$ cat src/rtl/ysyx_22040088_pkg.sv
// Shared definitions for the ysyx_22040088 instruction fetch unit:
// FSM state encoding, reset defaults and PC alignment helper.
package ysyx_22040088_pkg;

    localparam logic [1:0] IFU_IDLE = 2'd0;
    localparam logic [1:0] IFU_REQ  = 2'd1;
    localparam logic [1:0] IFU_WAIT = 2'd2;
    localparam logic [1:0] IFU_HOLD = 2'd3;

    localparam logic [63:0] IFU_RESET_PC = 64'h0000_0000_8000_0000;
    localparam logic [31:0] IFU_NOP_INST = 32'h0000_0013;

    // Jump targets are word aligned by dropping the low two bits; no trap is raised.
    function automatic logic [63:0] align_pc(input logic [63:0] addr);
        return addr & ~64'h3;
    endfunction

endpackage

$ cat src/rtl/ysyx_22040088_ifu.sv
// Instruction fetch stage: owns the architectural PC, fetches one word at a time
// over a valid/ready + rvalid memory port and hands {inst, pc} to decode.
module ysyx_22040088_ifu
    import ysyx_22040088_pkg::*;
#(
    parameter logic [63:0] RESET_PC = IFU_RESET_PC,
    parameter logic [31:0] NOP_INST = IFU_NOP_INST
) (
    input  logic        clk,
    input  logic        rst,
    output logic        imem_req_valid,
    input  logic        imem_req_ready,
    output logic [63:0] imem_addr,
    input  logic        imem_rvalid,
    input  logic [31:0] imem_rdata,
    input  logic        redirect_valid,
    input  logic [63:0] redirect_pc,
    output logic        id_valid,
    input  logic        id_ready,
    output logic [31:0] id_inst,
    output logic [63:0] id_pc
);

    logic [1:0]  state;
    logic [63:0] pc;
    logic [63:0] req_addr;
    logic        discard;
    logic [63:0] redirect_target;

    assign redirect_target = align_pc(redirect_pc);

    // The request port is a pure function of state so the address cannot move under a pending request.
    assign imem_req_valid = (state == IFU_REQ);
    assign imem_addr      = req_addr;

    // NOTE: sequential state uses non-blocking assignments so every register sees pre-edge values.
    always_ff @(posedge clk or negedge rst) begin
        if (!rst) begin
            state    <= IFU_IDLE;
            pc       <= RESET_PC;
            req_addr <= '0;
            discard  <= 1'b0;
            id_valid <= 1'b0;
            id_inst  <= NOP_INST;
            id_pc    <= '0;
        end else begin
            if (redirect_valid && state != IFU_IDLE) begin
                pc <= redirect_target;
            end

            case (state)
                IFU_IDLE: begin
                    req_addr <= pc;
                    state    <= IFU_REQ;
                end

                IFU_REQ: begin
                    // A presented request stays as issued; its response is dropped later.
                    if (redirect_valid) begin
                        discard <= 1'b1;
                    end
                    if (imem_req_ready) begin
                        state <= IFU_WAIT;
                    end
                end

                IFU_WAIT: begin
                    if (imem_rvalid) begin
                        if (redirect_valid) begin
                            discard  <= 1'b0;
                            req_addr <= redirect_target;
                            state    <= IFU_REQ;
                        end else if (discard) begin
                            discard  <= 1'b0;
                            req_addr <= pc;
                            state    <= IFU_REQ;
                        end else begin
                            id_inst  <= imem_rdata;
                            id_pc    <= req_addr;
                            id_valid <= 1'b1;
                            state    <= IFU_HOLD;
                        end
                    end else if (redirect_valid) begin
                        discard <= 1'b1;
                    end
                end

                IFU_HOLD: begin
                    // Redirect takes priority over a same-cycle decode handshake.
                    if (redirect_valid) begin
                        id_valid <= 1'b0;
                        id_inst  <= NOP_INST;
                        req_addr <= redirect_target;
                        state    <= IFU_REQ;
                    end else if (id_ready) begin
                        pc       <= pc + 64'd4;
                        req_addr <= pc + 64'd4;
                        id_valid <= 1'b0;
                        id_inst  <= NOP_INST;
                        state    <= IFU_REQ;
                    end
                end

                default: begin
                    state <= IFU_IDLE;
                end
            endcase
        end
    end

endmodule

$ cat config.mk
export PLATFORM = sky130hd
export DESIGN_NAME = ysyx_22040088_ifu
export DESIGN_NICKNAME = d
export VERILOG_FILES = /design/src/rtl/ysyx_22040088_pkg.sv /design/src/rtl/ysyx_22040088_ifu.sv
export SDC_FILE = /design/constraint.sdc
export NUM_CORES = 1
export LEC_CHECK = 0
export CAP_MARGIN = 20
export CORE_MARGIN = 2
export CORE_UTILIZATION = 35
export CTS_CLUSTER_SIZE = 40
export DETAILED_ROUTE_END_ITERATION = 8
export PLACE_DENSITY = 0.54
export SLEW_MARGIN = 20
export SYNTH_ARGS = -nofsm -noshare
export SYNTH_HDL_FRONTEND = slang
export SYNTH_SLANG_ARGS = --single-unit
$ cat constraint.sdc
create_clock -name clk -period 5.1 [get_ports clk]
set_clock_uncertainty 0.1 [all_clocks]
set_input_delay 1.53 -clock clk [delete_from_list [all_inputs] [get_ports clk]]
set_output_delay 1.53 -clock clk [all_outputs]
set_load 0.05 [all_outputs]
==> run metrics <==
internal power 6130 µW; gate count after technology mapping 1,360; post-CTS sizing 0; hold_buf cts 0; maximum root-to-sink buffer count 3; Syn Area/Cell 9.23 µm²; Worst slew margin 31.8%; critical path type register to primary output; Data arrival, critical path 2.19 ns; ANT nets after route 0; final setup margin 1.28 ns; FF-to-FF path depth 8; Async S/R FF share, synth 100%; number of global-route vias before repair 11,100; synth warn 0; Post-Synthesis Net Count 1,468; Yosys reg bits 228; vias 11,800; Residual DRC 0; Area Overhead vs Synth 31.4%; Placed Cells 1,994; Final TNS setup 0 ns; Die Height 193 µm; IO Port Bufs 261; hold depth 2; share of cells above drive strength 1 12.5%; Starting Density 35.5%; Reg power frac 29.6%; post-synthesis sequential area ratio 45.5%; CTS sink cnt 228; fin crit share 74.9%; largest net degree at the start of global routing 73; switching share of power 49.2%; H-tree lvl count 1; Hold Path Class register to register; post-layout util 46.6%; Leak 0.00661 µW; status finished clean; min Tclk post-route 3.82 ns; CTS tree done; dpl hpwl 30,900 µm; gr usage total 23.3%; die area 37,400 µm²; fin. max-slew vios 0; TritonRoute pass-1 iters 6; worst-skew pair later-pin latency 0.55 ns; clock power share 16.9%; Post-Layout Inst Area 16,500 µm²; Post-synth EDFFs 0; drt first-iter violations 1,281; crit path max fanout 4; Tightest Pin Transition 1.02 ns; area of the mapped netlist 12,500 µm²; GPL Wtd Cong 0.916; final setup violation count 0; CP required 3.47 ns; Logic pwr share 53.5%; root buffer selected by CTS clkbuf_16; RSZ-0062 raised after global routing false; GRT overflow 0; Num CTS Buffers 29; Top FF cell, synth dfrtp_1; Unique masters post-synth 66; I/O pins 264; Placed Area 15,600 µm²; Power Dens Cells 731 nW/µm²; Nets 1,672; Cell Count, Final, Fillers Out 2,045; Final Hold Viols 0; final WL 44,900 µm; fill count 3,376; CP Launch Type register; DR vias/cell 5.77; NetSw 5930 µW; DR WL/cell 21.9 µm; Setup Fix Bufs, Post-CTS 0; core area 35,400 µm²; initial antenna violation count 1; n_diodes 0; highest clock rate 0.262 GHz; maximum vdd drop 0.000446 V; # Max-Cap Violations 0; Die W 193 µm; Worst setup EP type primary output; pre-CTS setup slack 1.08 ns; Row Count 69; global-route wire length before repair 69,500 µm; clk slew on worst S/H paths 0.06 ns
==> power groups by stage <==
stage | clock network [µW] | logic [µW] | registers, µW
after floorplan | 0 | 2720 | 5040
after global placement | 0 | 6410 | 3540
after detailed placement | 0 | 6440 | 3590
after CTS | 2100 | 6460 | 3560
after global routing | 2170 | 6910 | 3700
final | 2040 | 6450 | 3570
==> cells by family (layout without fill, tap and decap cells) <==
kind of cell	after synthesis	in the layout	share of synthesized area (%)
AO/OA/AOI/OAI	381	381	20.1
XOR/XNOR	32	32	2.23
adder cells (fa/ha/maj)	6	6	0.598
buffers and inverters	142	366	4.72
flip-flops	228	228	45.5
multiplexers	88	88	7.82
AND/OR/NAND/NOR	483	483	19.0
==> registers in the layout, indices dropped and copies added, names as in the netlist <==
| signal | count |
|---|---|
| discard | 1 |
| id_inst | 32 |
| id_pc | 64 |
| id_valid | 1 |
| imem_addr | 64 |
| pc | 64 |
| state | 2 |
==> worst max-delay path: stages, from the launching register on <==
cell,delay [ns]
dfrtp_1,0.40
inv_1,0.13
ha_1,0.23
clkdlybuf4s50_1,0.87
==> area by class of cell <==
type | count | area [µm²] | share of cell area (%)
tap | 461 | 577 | 3.50
clock inverter | 7 | 85.1 | 0.516
timing repair buffer | 290 | 2890 | 17.5
inverter | 25 | 93.8 | 0.569
clock buffer | 44 | 852 | 5.17
sequential | 228 | 5710 | 34.6
multi-input combinational | 990 | 6280 | 38.1
==> layer usage <==
layer,global-route usage (%),routed length [µm],vias up
met2,34.9,19400,528
li1,-,-,5408
met4,7.01,1140,2
met5,0,15,-
met3,4.59,3420,75
met1,34.1,20900,5777
==> layout by cell type (no fill, tap or decap), types with 8 or more instances in the layout <==
cell type        synthesis  routed
o31ai_1                 19      19
inv_1                   24      24
nand4_1                 26      26
nand2b_1                34      33
o21ai_0                121     120
o221ai_1                 8       8
a21oi_1                 77      76
o21a_1                  10      10
nor3_1                  31      30
a31oi_1                 14      14
nor2_1                 115     114
nand3_1                 47      47
buf_4                    2      24
o22ai_1                 26      26
a22oi_1                  8       8
dfrtp_1                224     224
clkbuf_1                71       8
xnor2_1                 28      28
nor4_1                  14      14
clkdlybuf4s50_1          0     259
and3_1                  14      14
nand2_1                157     157
a222oi_1                39      39
mux2i_1                  8       8
clkbuf_16                0      29
o221a_2                 11      11
o32ai_1                 10      10
mux2_2                  80      80
a221oi_1                 8       8
==> path summary, 6_finish.rpt <==
path | startpoint | to | slack (ns)
min reg2reg | id_inst[1] | id_inst[1] | 0.38
max reg2reg | state[0] | imem_addr[51] | 1.74
min | id_inst[1] | id_inst[1] | 0.38
min in group asynchronous | rst | id_inst[21] | 0.81
max in group asynchronous | rst | pc[31] | 3.19
max | state[1] | imem_req_valid | 1.28
==> Yosys cell counts, types with 7 or more instances <==
cell / instances / area (µm²)
a21oi_1: 77 / 385
a221oi_1: 8 / 70.1
a222oi_1: 39 / 390
a22oi_1: 8 / 60.1
a311oi_1: 7 / 61.3
a31oi_1: 14 / 87.6
and2_1: 7 / 43.8
and3_1: 14 / 87.6
buf_2: 37 / 185
clkbuf_1: 71 / 267
dfrtp_1: 224 / 5610
inv_1: 24 / 90.1
mux2_2: 80 / 901
mux2i_1: 8 / 80.1
nand2_1: 157 / 589
nand2b_1: 34 / 213
nand3_1: 47 / 235
nand4_1: 26 / 163
nor2_1: 115 / 432
nor3_1: 31 / 155
nor4_1: 14 / 87.6
o21a_1: 10 / 75.1
o21ai_0: 121 / 606
o221a_2: 11 / 124
o221ai_1: 8 / 70.1
o22ai_1: 26 / 163
o31ai_1: 19 / 143
o32ai_1: 10 / 87.6
xnor2_1: 28 / 245
==> stage by stage <==
| stage | hold slack (ns) | power (µW) |
|---|---|---|
| final | 0.378 | 12100 |
| after CTS | 0.383 | 12100 |
| after detailed placement | 0.370 | 10000 |
| after global placement | 0.362 | 9950 |
| after global routing | 0.402 | 12800 |
| after floorplan | 0.353 | 7760 |
Note: power is estimated with default switching activity, not from simulation.
